`config.mk`:
```
export PLATFORM = sky130hd
export DESIGN_NAME = rrf_free_list_flat
export DESIGN_NICKNAME = d
export VERILOG_FILES = /design/src/rtl/rrf_free_list_if.sv /design/src/rtl/rrf_free_list.sv /design/src/flat_wrapper.sv
export SDC_FILE = /design/constraint.sdc
export NUM_CORES = 1
export LEC_CHECK = 0
export ABC_AREA = 1
export CORE_MARGIN = 4
export CORE_UTILIZATION = 33
export DETAILED_ROUTE_END_ITERATION = 7
export SYNTH_ARGS = -nofsm -noshare
export SYNTH_HDL_FRONTEND = slang
export SYNTH_SLANG_ARGS = --single-unit
```
`constraint.sdc`:
```
create_clock -name clk -period 3.41 [get_ports clk]
set_clock_uncertainty 0.2 [all_clocks]
set_input_delay 0.8525 -clock clk [delete_from_list [all_inputs] [get_ports clk]]
set_output_delay 0.8525 -clock clk [all_outputs]
set_load 0.03 [all_outputs]
```
`src/rtl/rrf_free_list_if.sv`:
```
// Dispatch-side bundle of the rename tag allocator: request/commit/flush in,
// grants and pointer state out.
interface rrf_free_list_if #(
  parameter int RRF_NUM = 64,
  parameter int RRF_SEL = 6
);
  logic [1:0]         req_num_i;
  logic               stall_i;
  logic [1:0]         com_num_i;
  logic               flush_i;
  logic               alloc0_en_o;
  logic [RRF_SEL-1:0] alloc0_tag_o;
  logic               alloc1_en_o;
  logic [RRF_SEL-1:0] alloc1_tag_o;
  logic               stall_dp_o;
  logic [RRF_SEL:0]   free_num_o;
  logic [RRF_SEL-1:0] rrfptr_o;
  logic               rrfcyc_o;
  logic [RRF_SEL-1:0] comptr_o;

  modport master (
    output req_num_i, stall_i, com_num_i, flush_i,
    input  alloc0_en_o, alloc0_tag_o, alloc1_en_o, alloc1_tag_o,
           stall_dp_o, free_num_o, rrfptr_o, rrfcyc_o, comptr_o
  );

  modport slave (
    input  req_num_i, stall_i, com_num_i, flush_i,
    output alloc0_en_o, alloc0_tag_o, alloc1_en_o, alloc1_tag_o,
           stall_dp_o, free_num_o, rrfptr_o, rrfcyc_o, comptr_o
  );
endinterface

```
`src/rtl/rrf_free_list.sv`:
```
// Circular rename-tag allocator: grants up to two consecutive Rrf entries per
// cycle, reclaims them in order at commit, and rewinds in one cycle on flush.
module rrf_free_list #(
  parameter int RRF_NUM = 64,
  parameter int RRF_SEL = 6
) (
  input  logic            clk,
  input  logic            reset,
  rrf_free_list_if.slave  bus
);
  localparam int W = RRF_SEL + 1;
  localparam logic [W-1:0] NUM_W = W'(RRF_NUM);

  logic [RRF_SEL-1:0] rrfptr;
  logic [RRF_SEL-1:0] comptr;
  logic               rrfcyc;
  logic               comcyc;
  logic [W-1:0]       free_num;

  logic [W-1:0] req_w;
  logic [W-1:0] com_raw;
  logic [W-1:0] com_w;
  logic [W-1:0] outstanding;
  logic [W-1:0] grant_w;
  logic [W-1:0] rrf_next;
  logic [W-1:0] com_next;

  always_comb begin
    req_w   = '0;
    com_raw = '0;
    if (bus.req_num_i == 2'd1 || bus.req_num_i == 2'd2) req_w = W'(bus.req_num_i);
    if (bus.com_num_i == 2'd1 || bus.com_num_i == 2'd2) com_raw = W'(bus.com_num_i);
    outstanding = NUM_W - free_num;
    com_w = (com_raw > outstanding) ? outstanding : com_raw;
    // Grant uses the registered count, so same-cycle commits cannot fund it.
    if (!reset && !bus.flush_i && !bus.stall_i && (free_num >= req_w))
      grant_w = req_w;
    else
      grant_w = '0;
    // Cycle bit sits above the pointer, so a plain add toggles it on wrap.
    rrf_next = {rrfcyc, rrfptr} + grant_w;
    com_next = {comcyc, comptr} + com_w;
  end

  always_ff @(posedge clk) begin
    if (reset) begin
      rrfptr   <= '0;
      rrfcyc   <= 1'b0;
      comptr   <= '0;
      comcyc   <= 1'b0;
      free_num <= NUM_W;
    end else if (bus.flush_i) begin
      {comcyc, comptr} <= com_next;
      {rrfcyc, rrfptr} <= com_next;
      free_num         <= NUM_W;
    end else begin
      {comcyc, comptr} <= com_next;
      {rrfcyc, rrfptr} <= rrf_next;
      free_num         <= free_num + com_w - grant_w;
    end
  end

  assign bus.alloc0_en_o  = (grant_w != '0);
  assign bus.alloc1_en_o  = (grant_w == W'(2));
  assign bus.alloc0_tag_o = rrfptr;
  assign bus.alloc1_tag_o = rrfptr + RRF_SEL'(1);
  assign bus.stall_dp_o   = (req_w != '0) && (free_num < req_w) && !bus.flush_i && !reset;
  assign bus.free_num_o   = free_num;
  assign bus.rrfptr_o     = rrfptr;
  assign bus.rrfcyc_o     = rrfcyc;
  assign bus.comptr_o     = comptr;
endmodule

```
`src/flat_wrapper.sv`:
```
// flat-port wrapper written by rule: the top's interface ports become plain ports
module rrf_free_list_flat 
#(
  parameter int RRF_NUM = 64,
  parameter int RRF_SEL = 6
)
  (clk, reset, bus_req_num_i, bus_stall_i, bus_com_num_i, bus_flush_i, bus_alloc0_en_o, bus_alloc0_tag_o, bus_alloc1_en_o, bus_alloc1_tag_o, bus_stall_dp_o, bus_free_num_o, bus_rrfptr_o, bus_rrfcyc_o, bus_comptr_o);
  rrf_free_list_if #(.RRF_NUM(RRF_NUM), .RRF_SEL(RRF_SEL)) bus_i ();
  input  logic clk;
  input  logic reset;
  input wire logic [$bits(bus_i.req_num_i)-1:0] bus_req_num_i;
  input wire logic [$bits(bus_i.stall_i)-1:0] bus_stall_i;
  input wire logic [$bits(bus_i.com_num_i)-1:0] bus_com_num_i;
  input wire logic [$bits(bus_i.flush_i)-1:0] bus_flush_i;
  output wire logic [$bits(bus_i.alloc0_en_o)-1:0] bus_alloc0_en_o;
  output wire logic [$bits(bus_i.alloc0_tag_o)-1:0] bus_alloc0_tag_o;
  output wire logic [$bits(bus_i.alloc1_en_o)-1:0] bus_alloc1_en_o;
  output wire logic [$bits(bus_i.alloc1_tag_o)-1:0] bus_alloc1_tag_o;
  output wire logic [$bits(bus_i.stall_dp_o)-1:0] bus_stall_dp_o;
  output wire logic [$bits(bus_i.free_num_o)-1:0] bus_free_num_o;
  output wire logic [$bits(bus_i.rrfptr_o)-1:0] bus_rrfptr_o;
  output wire logic [$bits(bus_i.rrfcyc_o)-1:0] bus_rrfcyc_o;
  output wire logic [$bits(bus_i.comptr_o)-1:0] bus_comptr_o;
  assign bus_i.req_num_i = bus_req_num_i;
  assign bus_i.stall_i = bus_stall_i;
  assign bus_i.com_num_i = bus_com_num_i;
  assign bus_i.flush_i = bus_flush_i;
  assign bus_alloc0_en_o = bus_i.alloc0_en_o;
  assign bus_alloc0_tag_o = bus_i.alloc0_tag_o;
  assign bus_alloc1_en_o = bus_i.alloc1_en_o;
  assign bus_alloc1_tag_o = bus_i.alloc1_tag_o;
  assign bus_stall_dp_o = bus_i.stall_dp_o;
  assign bus_free_num_o = bus_i.free_num_o;
  assign bus_rrfptr_o = bus_i.rrfptr_o;
  assign bus_rrfcyc_o = bus_i.rrfcyc_o;
  assign bus_comptr_o = bus_i.comptr_o;
  rrf_free_list #(.RRF_NUM(RRF_NUM), .RRF_SEL(RRF_SEL)) u_core (.clk(clk), .reset(reset), .bus(bus_i));
endmodule
```
==> reports/metrics.csv, run 1 <==
stage;metric;value;unit
run_status;status;finished, final reports clean;
timing;fin_tns_setup;0;ns
cts;ctsHoldBuffers;0;
flow_run;drv_cap;0;
worst_setup_path;critPathLaunchType;primary input;
hold_path;holdPathEnd;u_core.comcyc;
worst_setup_path;path_class;primary input to output port;
cts;cts_tree;built;
cts;cts_num_sinks;21;
finish;num_antenna_cells;0;
cts;path_clk_slew;0.08;ns
placement;place.gp.congestion;0.7979;
floorplan;die_h;83.19;µm
drt;drtAntennaViolNets;0;
cts;clk_latency;0.26;ns
floorplan;fp.dieArea;6920;µm²
drt;avgViaCountPerCell;4.343;
cts;htreeDepth;1;
timing;fmax;0.3067;GHz
drt;vias;1759;
timing;post-route-min-period;3.260;ns
drt;routedLengthMet1;2200;µm
global_routing;antenna_found_initial;0;
drt;wl_met3;162;µm
logic_synthesis;ys_seq_area_share;22.54;%
drt;drt-total-wl;4368;µm
timing;hold_ws;0.3464;ns
placement;hpwl;3525;µm
placement;dpl_cell_area;2485;µm²
drt;met2_length;1963;µm
global_routing;grt_pass1_wl;7693;µm
finish;drive_gt1_share;22.22;%
finish;nets;372;
timing;rsz0062_at_grt;false;
cts;cts_made_buffers;3;
worst_setup_path;critPathMaxFanout;2;
worst_setup_path;r2r-end;u_core.bus.free_num_o[4];
worst_setup_path;worst-r2r-cell-count;17;
global_routing;globalRouteTotalUtil;13.08;%
drt;drt_pass1_iterations;4;
timing;finalCritPeriodShare;95.61;%
worst_setup_path;crit_chain;clkbuf_2 > inv_1 > ha_1 > ha_1 > nand3_2 > o2111ai_4 > nand3_2 > buf_4 > nor2_2 > buf_4;
drt;drc;0;
finish;final_cell_mix;inv_1 (47), nand2_1 (42), clkdlybuf4s50_1 (35);
worst_setup_path;critPathCaptureType;output port;
logic_synthesis;syn_inst;267;
logic_synthesis;ys_top_cells_by_area;dfxtp_1 (23%), ha_1 (17%), inv_1 (11%);
worst_setup_path;cp.arrival;2.21;ns
logic_synthesis;avgSynthCellArea;6.987;µm²
cts;clockBufferDepth;2;
hold_path;min_path_type;flop to flop;
power;p_leak;0.001311;µW
global_routing;grt_pass1_vias;1756;
timing;setup_violations;0;
floorplan;chipWidth;83.19;µm
hold_path;hold_path_depth;2;
placement;io_buffer_count;42;
global_routing;grt_max_degree;13;
logic_synthesis;synth_cell_types;28;
logic_synthesis;synth_seq_cells;21;
logic_synthesis;yosys.area.top_type_share;22.54;%
finish;stdcell_count;405;
power;power.density;483.8;nW/µm²
cts;root_buffer;clkbuf_8;
timing;maxSlewViolCount;0;
worst_setup_path;critPathSlowestCell;ha_1;
placement;dp_cells;398;
worst_setup_path;r2r_slack;0.20;ns
power;p_total;1300;µW
finish;final_common_cell;inv_1;
finish;final_area;2686;µm²
floorplan;core-area;5507;µm²
finish;syn_to_final_growth;44.00;%
timing;final_hold_viol_count;0;
logic_synthesis;yosys_warnings;0;
drt;routed.top_layer;met4;
logic_synthesis;yosysTopAreaCell;dfxtp_1;
floorplan;io_pins;43;
floorplan;start_util;33.88;%
hold_path;min-delay-start;u_core.comcyc;
worst_setup_path;critPathMaxStageDelay;0.29;ns
worst_setup_path;timing.rr.start;u_core.bus.free_num_o[1];
logic_synthesis;syn_area;1866;µm²
worst_setup_path;startpoint;bus_req_num_i[1];
global_routing;grt_remaining_overflow;0;
drt;wl_per_cell;10.79;µm
worst_setup_path;required;2.36;ns
floorplan;rows;27;
drt;dr.first_iter.drc_count;28;
power;peakVddDrop;0.2751;mV
==> what timing repair did <==
action                                  4_1_cts  5_1_grt
pin swaps                                    17       14
setup buffers                                 3        0
endpoints found under the setup margin       13       13
resized for setup                            20       26
==> critical path: cells and delay by family <==
family	cells	cell delay, ns
and+or+nand+nor	3	0.27
buffers and inverters	4	0.49
adders and majority gates	2	0.49
AOI/OAI and AO/OA	1	0.11
==> metal layers <==
layer | vias to the layer above | track usage, %
li1 | 964 | -
met1 | 764 | 18.07
met2 | 29 | 20.92
met3 | 2 | 2.282
met4 | 0 | 3.566
met5 | - | 0
==> state kept, by name, summed over array words and instances, names as in the netlist <==
signal                   cells
u_core.comcyc                1
u_core.bus.comptr_o          6
u_core.bus.free_num_o        7
u_core.bus.alloc0_tag_o      6
u_core.bus.rrfcyc_o          1
==> cell usage after synthesis <==
library cell / number
inv_1: 54
nand2_1: 48
ha_1: 26
nand3_1: 23
dfxtp_1: 21
nor2_1: 21
a21oi_1: 18
buf_4: 7
o21ai_0: 6
nand4_1: 5
fa_1: 4
nor3_1: 4
xnor2_1: 4
xor2_1: 4
nand2_2: 3
buf_6: 2
conb_1: 2
inv_2: 2
nor2_2: 2
o22a_1: 2
or2_1: 2
nand3_2: 1
nand3b_1: 1
nor2_4: 1
nor2_8: 1
o2111ai_1: 1
o211ai_1: 1
o21ai_1: 1
==> metrics by stage <==
step | util, % | setup WS (ns)
after floorplan | - | 0.05379
after global placement | 45.13 | -0.4810
after detailed placement | 45.13 | -0.5450
after CTS | 47.67 | 0.0009619
after global routing | 48.78 | 0.009452
final | 48.78 | 0.1495
==> power breakdown <==
part	switching, µW	internal, µW
combinational	458	329
clock	84.9	81.4
sequential	52.6	293
==> cells by family (layout without fill, tap and decap cells) <==
group	Yosys count	after routing	synth area share, %
AO/OA/AOI/OAI	29	29	8.518
XOR/XNOR	8	8	3.755
adder cells (fa/ha/maj)	30	30	21.73
buffers and inverters	65	126	15.29
flip-flops	21	21	22.54
other	2	7	0.4026
AND/OR/NAND/NOR	112	112	27.77
==> how the worst max path moves through the flow <==
stage | to | slack (ns) | cells after the start
after floorplan | u_core.bus.free_num_o[6] | 0.05 | 14
after global placement | u_core.bus.free_num_o[6] | -0.48 | 18
after detailed placement | u_core.bus.free_num_o[6] | -0.55 | 18
after CTS | u_core.bus.free_num_o[4] | 0.001 | 16
after global routing | u_core.bus.free_num_o[6] | 0.009 | 16
final | bus_alloc1_en_o | 0.15 | 10
==> area by class of cell <==
class / instances / area [µm²]
Tap cell: 72 / 90.09
Multi-Input combinational cell: 186 / 1325
Timing Repair Buffer: 66 / 589.3
Sequential cell: 21 / 425.4
Inverter: 56 / 210.2
Clock inverter: 1 / 5.005
Fill cell: 548 / 2820
Clock buffer: 3 / 41.29
No activity file was read; power rests on OpenSTA's default activity.
==> run 2: changes to the inputs <==
Settings changed: DONT_BUFFER_PORTS set to 1.
==> reports/metrics.csv, run 2 (synthesis results as in run 1) <==
stage;metric;value;unit;change
worst_setup_path;r2r-end;u_core.bus.free_num_o[5];;was u_core.bus.free_num_o[4]
flow_run;drv_cap;0;;unchanged
finish;num_antenna_cells;0;;unchanged
finish;nFillCells;577;;was 548
cts;clk_latency;0.26;ns;about the same
drt;avgViaCountPerCell;4.503;;was 4.343
worst_setup_path;critPathLaunchType;primary input;;unchanged
global_routing;globalRouteTotalUtil;11.98;%;was 13.08%
finish;drive_gt1_share;16.10;%;was 22.22%
timing;final_hold_viol_count;0;;unchanged
timing;fin_ws;0.1153;ns;was 0.1495 ns
floorplan;chipWidth;83.19;µm;unchanged
power;peakVddDrop;0.2175;mV;was 0.2751 mV
timing;setup_violations;0;;unchanged
worst_setup_path;cp.arrival;2.24;ns;was 2.21 ns
power;seqPwrFrac;34.7;%;was 26.6%
floorplan;core-area;5507;µm²;unchanged
cts;ctsHoldBuffers;0;;unchanged
power;combPwrFrac;50.8;%;was 60.6%
placement;dp_slack;-0.07273;ns;was -0.5450 ns
worst_setup_path;r2r_slack;0.28;ns;was 0.20 ns
power;p_leak;0.001142;µW;was 0.001311 µW
placement;hpwl;3439;µm;was 3525 µm
timing;slew-limit-headroom;55.96;%;
floorplan;fp.dieArea;6920;µm²;unchanged
global_routing;grt_remaining_overflow;0;;unchanged
finish;stdcell_count;364;;was 405
timing;finalCritPeriodShare;96.62;%;was 95.61%
global_routing;grt_pass1_wl;6969;µm;was 7693 µm
power;p_int;580.3;µW;was 703.7 µW
floorplan;io_pins;43;;unchanged
power;clkPwrFrac;14.5;%;was 12.8%
worst_setup_path;critPathMaxFanout;2;;unchanged
cts;path_clk_slew;0.07;ns;was 0.08 ns
placement;place.gp.congestion;0.8040;;was 0.7979
finish;syn_to_final_growth;15.49;%;was 44.00%
power;power.density;523.1;nW/µm²;was 483.8 nW/µm²
drt;drt-total-wl;4071;µm;was 4368 µm
placement;io_buffer_count;0;;was 42
timing;fmax;0.3035;GHz;was 0.3067 GHz
timing;tightest_slew;0.6584;ns;
drt;drt_pass1_iterations;4;;unchanged
drt;dr.first_iter.drc_count;52;;was 28
cts;cts_made_buffers;3;;unchanged
finish;final_cell_mix;inv_1 (53), nand2_1 (48), ha_1 (25), buf_4 (25), nand3_1 (23);;was inv_1 (47), nand2_1 (42), clkdlybuf4s50_1 (35)
global_routing;grt_max_degree;12;;was 13
floorplan;rows;27;;unchanged
finish;nets;331;;was 372
cts;cts_tree;built;;unchanged
power;p_sw_share;48.51;%;was 45.86%
worst_setup_path;critPathCaptureType;output port;;unchanged
drt;vias;1639;;was 1,759
power;power_switching;546.7;µW;was 595.9 µW
worst_setup_path;endpoint;bus_alloc1_en_o;;unchanged
worst_setup_path;path_class;primary input to output port;;unchanged
floorplan;start_util;33.88;%;unchanged
finish;final_common_cell;inv_1;;unchanged
finish;largest_reg_flops;7;;unchanged
floorplan;die_h;83.19;µm;unchanged
drt;drtAntennaViolNets;0;;unchanged
cts;root_buffer;clkbuf_8;;unchanged
drt;drc;0;;unchanged
cts;clockBufferDepth;2;;unchanged
timing;post-route-min-period;3.295;ns;was 3.260 ns
hold_path;min_path_type;flop to flop;;unchanged
worst_setup_path;startpoint;bus_req_num_i[0];;was bus_req_num_i[1]
run_status;status;finished, final reports clean;;unchanged
global_routing;grt_pass1_vias;1546;;was 1,756
global_routing;antenna_found_initial;0;;unchanged
worst_setup_path;timing.rr.start;u_core.bus.free_num_o[0];;was u_core.bus.free_num_o[1]
cts;cts_num_sinks;21;;unchanged
cts;htreeDepth;1;;unchanged
drt;wl_per_cell;11.18;µm;was 10.79 µm
worst_setup_path;worst-r2r-cell-count;17;;unchanged
worst_setup_path;required;2.36;ns;about the same
timing;maxSlewViolCount;0;;unchanged
placement;dp_cells;358;;was 398
==> run 2: power by group through the flow <==
stage / Combinational, µW / Clock, µW / Sequential (µW)
finish: 572 / 164 / 391
global route: 652 / 180 / 399
CTS: 569 / 173 / 394
detailed placement: 565 / 0 / 399
global placement: 557 / 0 / 398
floorplan: 423 / 0 / 427
==> run 2: how the worst min path moves through the flow <==
stage                       start       endpoint  slack [ns]  depth (start not counted)
floorplan           u_core.comcyc  u_core.comcyc        0.30                          2
global placement    u_core.comcyc  u_core.comcyc        0.31                          2
detailed placement  u_core.comcyc  u_core.comcyc        0.32                          2
CTS                 u_core.comcyc  u_core.comcyc        0.33                          2
global route        u_core.comcyc  u_core.comcyc        0.35                          2
finish              u_core.comcyc  u_core.comcyc        0.32                          2
==> run 2: critical path, cell delays in order <==
cell       delay (ns)
inv_1            0.04
ha_2             0.17
inv_1            0.05
ha_1             0.29
inv_1            0.06
o2111ai_2        0.21
nand3_2          0.13
buf_4            0.16
nor2_2           0.27
==> run 2: per-layer routing <==
metal	GRT usage (%)	routed length [µm]	share of wire (%)
met1	14.62	1939	48
met2	20.34	1810	44
met3	3.472	277	6.8
met4	3.566	43	1.1
met5	0	0	0
==> run 2: timing repair <==
action	in CTS	in global routing
setup buffers	0	2
resized for setup	0	4
endpoints found under the setup margin	0	2
==> run 2: area by class of cell <==
class / count / area (µm²) / area share [%]
multi-input cells: 186 / 1199 / 55.63
well taps: 72 / 90.09 / 4.181
repair buffers: 25 / 187.7 / 8.711
clock buffers: 4 / 45.04 / 2.091
inverters: 56 / 210.2 / 9.756
flip-flops and latches: 21 / 422.9 / 19.63
==> run 2: metrics by stage <==
step	power, µW	setup TNS, ns	hold slack (ns)	utilization [%]	cell area [µm²]
after CTS	1136	0	0.3282	38.72	2132
final	1127	0	0.3232	39.13	2155
after floorplan	849.9	0	0.2966	-	1899
after global routing	1231	-0.02144	0.3457	39.13	2155
after global placement	955.4	-0.00005951	0.3066	37.90	2087
after detailed placement	964.6	-0.1363	0.3162	37.90	2087
==> run 3: changes to the inputs <==
Settings changed: DONT_BUFFER_PORTS 1 to not set.
==> results of run 3 <==
The final DEF is identical to that of run 1; final timing and power are the same.
